<file path="config.mk">
export PLATFORM = sky130hd
export DESIGN_NAME = lcd_hex_formatter
export DESIGN_NICKNAME = d
export VERILOG_FILES = /design/src/rtl/lcd_pkg.sv /design/src/rtl/lcd_req_fifo.sv /design/src/rtl/lcd_hex_formatter.sv
export SDC_FILE = /design/constraint.sdc
export NUM_CORES = 1
export LEC_CHECK = 0
export ABC_AREA = 1
export CORE_MARGIN = 3
export CORE_UTILIZATION = 57
export CTS_CLUSTER_SIZE = 40
export DETAILED_ROUTE_END_ITERATION = 10
export GPL_TIMING_DRIVEN = 0
export PLACE_DENSITY_LB_ADDON = 0.3
export SLEW_MARGIN = 10
export SYNTH_ARGS = -nofsm -noshare
export SYNTH_HDL_FRONTEND = slang
export SYNTH_SLANG_ARGS = --single-unit
</file>
<file path="constraint.sdc">
create_clock -name clk -period 2.25 [get_ports clk]
set_input_delay 0.225 -clock clk [delete_from_list [all_inputs] [get_ports clk]]
set_output_delay 0.225 -clock clk [all_outputs]
set_load 0.03 [all_outputs]
</file>
<file path="src/rtl/lcd_pkg.sv">
// lcd_pkg: shared constants, state encoding and the nibble-to-ASCII helper
// used by the LCD hex formatter and its request FIFO.
//   ASCII_*     : character codes used when building hex digits
//   lcd_state_e : formatter FSM states (IDLE, EMIT)
//   REQ_W       : width of one queued request {field, value}
package lcd_pkg;

    localparam logic [7:0] ASCII_ZERO      = 8'h30;
    localparam logic [7:0] ASCII_ALPHA_OFS = 8'h37;
    localparam logic [7:0] ASCII_SPACE     = 8'h20;

    localparam int LCD_CELLS = 32;
    localparam int FIELD_W   = 3;
    localparam int VALUE_W   = 16;
    localparam int REQ_W     = FIELD_W + VALUE_W;

    typedef enum logic [0:0] {
        IDLE = 1'b0,
        EMIT = 1'b1
    } lcd_state_e;

    // 0-9 map onto '0'..'9'; 10-15 map onto 'A'..'F' (0x37 + 10 = 0x41).
    function automatic logic [7:0] nibble_to_ascii(input logic [3:0] nib);
        logic [7:0] ch;
        if (nib < 4'd10) begin
            ch = ASCII_ZERO + {4'd0, nib};
        end else begin
            ch = ASCII_ALPHA_OFS + {4'd0, nib};
        end
        return ch;
    endfunction

endpackage

</file>
<file path="src/rtl/lcd_req_fifo.sv">
// lcd_req_fifo: synchronous request FIFO for the LCD hex formatter.
// Pointers carry one extra wrap bit so full and empty are distinguished
// without a separate occupancy counter. DEPTH must be a power of two, >= 2.
//   clk, reset : clock, synchronous active-high reset (empties the FIFO)
//   push       : write push_data when not full (ignored when full)
//   pop        : advance the read pointer when not empty
//   pop_data   : current head entry (valid while empty is low)
//   full/empty : occupancy flags, purely from registered pointers
module lcd_req_fifo #(
    parameter int DEPTH = 4,
    parameter int WIDTH = 19
) (
    input  logic             clk,
    input  logic             reset,
    input  logic             push,
    input  logic [WIDTH-1:0] push_data,
    input  logic             pop,
    output logic [WIDTH-1:0] pop_data,
    output logic             full,
    output logic             empty
);

    localparam int AW = $clog2(DEPTH);
    localparam logic [AW:0] PTR_ONE = {{AW{1'b0}}, 1'b1};

    logic [AW:0]      wr_ptr_q, wr_ptr_d;
    logic [AW:0]      rd_ptr_q, rd_ptr_d;
    logic [WIDTH-1:0] mem_q [DEPTH];
    logic             do_push;
    logic             do_pop;

    // Same index with different wrap bits means the writer lapped the reader.
    assign empty    = (wr_ptr_q == rd_ptr_q);
    assign full     = (wr_ptr_q[AW] != rd_ptr_q[AW]) &&
                      (wr_ptr_q[AW-1:0] == rd_ptr_q[AW-1:0]);
    assign pop_data = mem_q[rd_ptr_q[AW-1:0]];

    assign do_push = push & ~full;
    assign do_pop  = pop & ~empty;

    always_comb begin
        wr_ptr_d = wr_ptr_q;
        rd_ptr_d = rd_ptr_q;
        if (do_push) begin
            wr_ptr_d = wr_ptr_q + PTR_ONE;
        end
        if (do_pop) begin
            rd_ptr_d = rd_ptr_q + PTR_ONE;
        end
    end

    always_ff @(posedge clk) begin
        if (reset) begin
            wr_ptr_q <= '0;
            rd_ptr_q <= '0;
        end else begin
            wr_ptr_q <= wr_ptr_d;
            rd_ptr_q <= rd_ptr_d;
        end
    end

    // Storage needs no reset: entries are only read between push and pop.
    always_ff @(posedge clk) begin
        if (!reset && do_push) begin
            mem_q[wr_ptr_q[AW-1:0]] <= push_data;
        end
    end

endmodule

</file>
<file path="src/rtl/lcd_hex_formatter.sv">
// lcd_hex_formatter: turns queued 16-bit values into four ASCII hex
// characters, written MSB digit first, one per clock, to the LCD
// controller character port.
//   clk, reset   : clock, synchronous active-high reset
//   req_valid    : request present        req_ready : FIFO can accept
//   req_field    : display field 0-7      req_value : value to show
//   writeEnable  : character write strobe
//   location     : {field, digit index}   data      : ASCII character
//   busy         : FIFO non-empty or a value is being emitted
//   dbg_state    : current FSM state (0 = IDLE, 1 = EMIT)
//
// Handshake: a request transfers on a rising edge where req_valid and
// req_ready are both high. req_ready depends only on registered FIFO
// fullness and reset, never on a same-cycle pop, and req_valid may be held
// high while req_ready is low without any effect.
module lcd_hex_formatter
    import lcd_pkg::*;
#(
    parameter int FIFO_DEPTH         = 4,
    parameter int LEADING_ZERO_BLANK = 0
) (
    input  logic        clk,
    input  logic        reset,
    input  logic        req_valid,
    output logic        req_ready,
    input  logic [2:0]  req_field,
    input  logic [15:0] req_value,
    output logic        writeEnable,
    output logic [4:0]  location,
    output logic [7:0]  data,
    output logic        busy,
    output logic        dbg_state
);

    localparam logic [0:0] STATE_IDLE = IDLE;
    localparam logic [0:0] STATE_EMIT = EMIT;

    logic [0:0]         state_q, state_d;
    logic [1:0]         digit_idx_q, digit_idx_d;
    logic [2:0]         cur_field_q, cur_field_d;
    logic [15:0]        cur_value_q, cur_value_d;

    logic               fifo_push;
    logic               fifo_pop;
    logic               fifo_full;
    logic               fifo_empty;
    logic [REQ_W-1:0]   fifo_head;

    logic               emitting;
    logic [3:0]         nibble;
    logic [3:0]         lead_zero;
    logic               blank;
    logic [7:0]         char_out;

    assign req_ready = ~fifo_full & ~reset;
    assign fifo_push = req_valid & req_ready;

    lcd_req_fifo #(
        .DEPTH (FIFO_DEPTH),
        .WIDTH (REQ_W)
    ) u_fifo (
        .clk       (clk),
        .reset     (reset),
        .push      (fifo_push),
        .push_data ({req_field, req_value}),
        .pop       (fifo_pop),
        .pop_data  (fifo_head),
        .full      (fifo_full),
        .empty     (fifo_empty)
    );

    // Next-request load happens both from IDLE and on the last digit of
    // EMIT, so back-to-back requests stream without a bubble.
    always_comb begin
        state_d     = state_q;
        digit_idx_d = digit_idx_q;
        cur_field_d = cur_field_q;
        cur_value_d = cur_value_q;
        fifo_pop    = 1'b0;
        case (state_q)
            STATE_IDLE: begin
                if (!fifo_empty) begin
                    fifo_pop    = 1'b1;
                    state_d     = STATE_EMIT;
                    digit_idx_d = 2'd0;
                    cur_field_d = fifo_head[REQ_W-1:VALUE_W];
                    cur_value_d = fifo_head[VALUE_W-1:0];
                end
            end
            STATE_EMIT: begin
                if (digit_idx_q == 2'd3) begin
                    digit_idx_d = 2'd0;
                    if (!fifo_empty) begin
                        fifo_pop    = 1'b1;
                        cur_field_d = fifo_head[REQ_W-1:VALUE_W];
                        cur_value_d = fifo_head[VALUE_W-1:0];
                    end else begin
                        state_d = STATE_IDLE;
                    end
                end else begin
                    digit_idx_d = digit_idx_q + 2'd1;
                end
            end
            default: begin
                state_d     = STATE_IDLE;
                digit_idx_d = 2'd0;
            end
        endcase
    end

    always_ff @(posedge clk) begin
        if (reset) begin
            state_q     <= STATE_IDLE;
            digit_idx_q <= 2'd0;
            cur_field_q <= 3'd0;
            cur_value_q <= 16'd0;
        end else begin
            state_q     <= state_d;
            digit_idx_q <= digit_idx_d;
            cur_field_q <= cur_field_d;
            cur_value_q <= cur_value_d;
        end
    end

    always_comb begin
        nibble = 4'd0;
        case (digit_idx_q)
            2'd0:    nibble = cur_value_q[15:12];
            2'd1:    nibble = cur_value_q[11:8];
            2'd2:    nibble = cur_value_q[7:4];
            default: nibble = cur_value_q[3:0];
        endcase
    end

    // lead_zero[i]: every nibble from digit 0 through digit i is zero.
    // Bit 3 is tied low so the final digit is always converted.
    assign lead_zero[0] = (cur_value_q[15:12] == 4'd0);
    assign lead_zero[1] = lead_zero[0] & (cur_value_q[11:8] == 4'd0);
    assign lead_zero[2] = lead_zero[1] & (cur_value_q[7:4] == 4'd0);
    assign lead_zero[3] = 1'b0;

    assign blank    = (LEADING_ZERO_BLANK != 0) && lead_zero[digit_idx_q];
    assign char_out = blank ? ASCII_SPACE : nibble_to_ascii(nibble);

    assign emitting    = (state_q == STATE_EMIT);
    assign writeEnable = emitting;
    assign location    = emitting ? {cur_field_q, digit_idx_q} : 5'd0;
    assign data        = emitting ? char_out : 8'd0;
    assign busy        = ~fifo_empty | emitting;
    assign dbg_state   = state_q;

endmodule

</file>
==> run metrics <==
status=complete, but fails checks; failing checks=negative setup slack; Boundary Pins=39; NumNets Final=roughly 540; R2R Path Start=u_fifo.wr_ptr_q[0]; CTS tree=done; Critical R2R Capture=u_fifo.mem_q[2][5]; GPL Wtd Cong=0.857; Worst Tran Pin Value=558 ps; Vias=around 3200; DRT iter0 DRCs=153; Synth-to-Final Area Change=19.9%; share of cells above drive strength 1=22.2%; PD cells=1150 nW/µm²; relative slew slack=62.8%; DP Worst Slack=-372 ps; Hold Violations, Final=0; # diodes=0; DRC viols=0; cell leakage power=2.08 nW; Final Non-Filler Cells=about 610; Tmin final=2290 ps; Longest Clk Path Bufs=2; Seq/Total Area, Yosys=a little over three fifths; Mapped Area=4560 µm²; vias in the first global route=~3100; Final Cell Area=5470 µm²; yosys warns=0; Hold Crit Depth=1; Detail Route Antenna Nets=0; initial antenna violation count=0; number of library cell types mapped by synthesis=28; chip width=95.5 µm; clk_lat worst skew=roughly 370 ps; placed wire-length estimate=between 6000 and 7000 µm; Crit path required time=2030 ps; CP Max Fanout=4; WL/cell=15.0 µm; Total Wirelength=9130 µm; Die Ht=95.5 µm; die area=9120 µm²; Worst Hold Launch=req_value[13]; R2R Setup Slk=190 ps; syn_nets=roughly 480; DP Area=5140 µm²; Starting Density=60.6%; Worst Reg2Reg Path Length in Cells=7; Worst Path Arrival=roughly 2000 ps; cells after synthesis=between 400 and 500; critical path class=flop to output port; first-pass GRT wire length=~15000 µm; Yosys reg bits=roughly 110; max-slew violations=0; fraction of registers with async set/reset=0%; Hold-fix buffers, CTS=0; Synth Area per Inst=10.2 µm²; Total Routing Usage GR=21.5%; Post-synth EDFFs=76; Setup Skew=10.6 ps; maximum vdd ir drop=0.000501 V; clock slew seen by the registers of the worst setup and hold paths=100 ps; clock tree root buffer cell=clkbuf_8; largest net degree at the start of global routing=18; # clock sinks=106; Max Freq=between 400 and 500 MHz; H-tree depth=3; CTS buffer count=9; Hold WC Path Type=input pin to flop; CORE AREA=7520 µm²; final setup margin=-38.1 ps; period utilisation layout=102%; endpoint type of the worst setup path=output port; Inst Count DP=586; Max Cap Violations=0; hold path endpoint=u_fifo.mem_q[0][13]; drt first pass iters=4; Setup crit start kind=flop; total congestion overflow=0; DR vias/cell=5.25; Setup Viol. Count Final=1; Core Rows=31; port bufs=37; unrepaired setup endpoints after global routing=yes; prevailing post-synth register cell=edfxtp_1
final cells by class:
type / instances / area (µm²)
sequential: 106 / 2890
fill: 523 / 2050
multi-input combinational: 285 / 1530
timing repair buffer: 46 / 473
buffer: 21 / 148
inverter: 34 / 133
clock buffer: 10 / 128
tap: 99 / 124
clock inverter: 6 / 42.5
cell families after synthesis:
| family | count (synthesis) | synth area share (%) |
|---|---|---|
| compound gates | 93 | 10.5 |
| xor+xnor | 2 | 0.384 |
| fa+ha+maj | 10 | 2.74 |
| buf+inv | 55 | 6.00 |
| flops | 106 | 63.2 |
| other cells | 1 | 0.0822 |
| simple gates | 179 | 17.1 |
cell usage after synthesis, types with 2 or more instances:
cell,count,share of area [%]
nand2_2,4,0.55
o21ai_2,2,0.38
nor2_2,20,2.7
inv_1,28,2.3
buf_6,5,1.2
nor2_1,92,7.6
buf_4,7,1.2
edfxtp_1,76,50
o21ai_0,56,6.1
or2_1,3,0.41
buf_2,3,0.33
o21ai_1,25,2.7
a21oi_1,8,0.88
clkbuf_1,6,0.49
xor2_1,2,0.38
nand2_1,47,3.9
nand3_1,8,0.88
dfxtp_1,30,13
inv_2,6,0.49
ha_1,10,2.7
critical path, cell delays in order, from the launching register on:
cell,delay (ps)
dfxtp_4,390
inv_4,80
ha_4,150
nand2_1,50
nand2_1,70
nor2_2,50
a21oi_2,140
inv_2,60
ha_4,160
inv_1,40
nand2_1,60
nand2_2,70
inv_2,40
nor2_2,100
nor2_1,50
buf_4,160
cell usage in the layout (no fill, tap or decap), types with 5 or more instances in the layout:
master | synthesis | final
a21oi_1 | 8 | 7
nor2_1 | 92 | 85
o21ai_1 | 25 | 25
clkdlybuf4s50_1 | 0 | 28
o21ai_0 | 56 | 56
buf_6 | 5 | 7
buf_4 | 7 | 16
nand3_1 | 8 | 6
clkbuf_8 | 0 | 9
nand2_2 | 4 | 13
dfxtp_1 | 30 | 28
inv_2 | 6 | 8
ha_1 | 10 | 5
nand2_1 | 47 | 38
ha_4 | 0 | 5
clkbuf_1 | 6 | 6
edfxtp_1 | 76 | 76
nor2_2 | 20 | 27
inv_1 | 28 | 24
through the flow:
stage | total power (W) | hold WS [ps] | util [%] | TNS (ps)
2_1_floorplan | 0.00432 | 287 | - | 0
3_3_place_gp | 0.00494 | 475 | 67.2 | -68870
3_5_place_dp | 0.00503 | 482 | 68.3 | -2580
4_1_cts | 0.00611 | 475 | 71.7 | -32.4
5_1_grt | 0.00673 | 480 | 72.7 | -285
6_report | 0.00628 | 482 | 72.7 | -38.1
how the worst max path moves through the flow:
stage	startpoint	to
global route	digit_idx_q[0]	data[2]
finish	digit_idx_q[0]	data[2]
detailed placement	digit_idx_q[0]	data[2]
CTS	digit_idx_q[0]	data[2]
floorplan	u_fifo.wr_ptr_q[0]	u_fifo.mem_q[0][0]
global placement	reset	u_fifo.mem_q[1][4]
layer usage:
layer | wire length (µm) | global-route usage, % | vias to the layer above
li1 | - | - | 1599
met1 | 3860 | 27.0 | 1491
met2 | 4650 | 36.1 | 85
met3 | 471 | 4.42 | 11
met4 | 149 | 9.48 | 0
met5 | 0 | 0 | -
what timing repair did:
| item | CTS | global route |
|---|---|---|
| pin swaps | 3 | 11 |
| setup buffers | 4 | 1 |
| endpoints found under the setup margin | 7 | 14 |
| gates cloned | 0 | 0 |
| hold endpoints to repair | 0 | 0 |
| gates resized for setup | 53 | 31 |
report_power, final:
group	switching, W	internal (W)
Sequential	0.000194	0.00237
Clock	0.000630	0.000405
Combinational	0.00165	0.00104
Total	0.00247	0.00381
registers in the layout (all words and copies together) (netlist names), named ones only:
name	flops
cur_field_q	3
cur_value_q	16
dbg_state	1
digit_idx_q	2
u_fifo.mem_q	76
u_fifo.rd_ptr_q	3
u_fifo.wr_ptr_q	3
No activity file was read; power rests on OpenSTA's default activity.
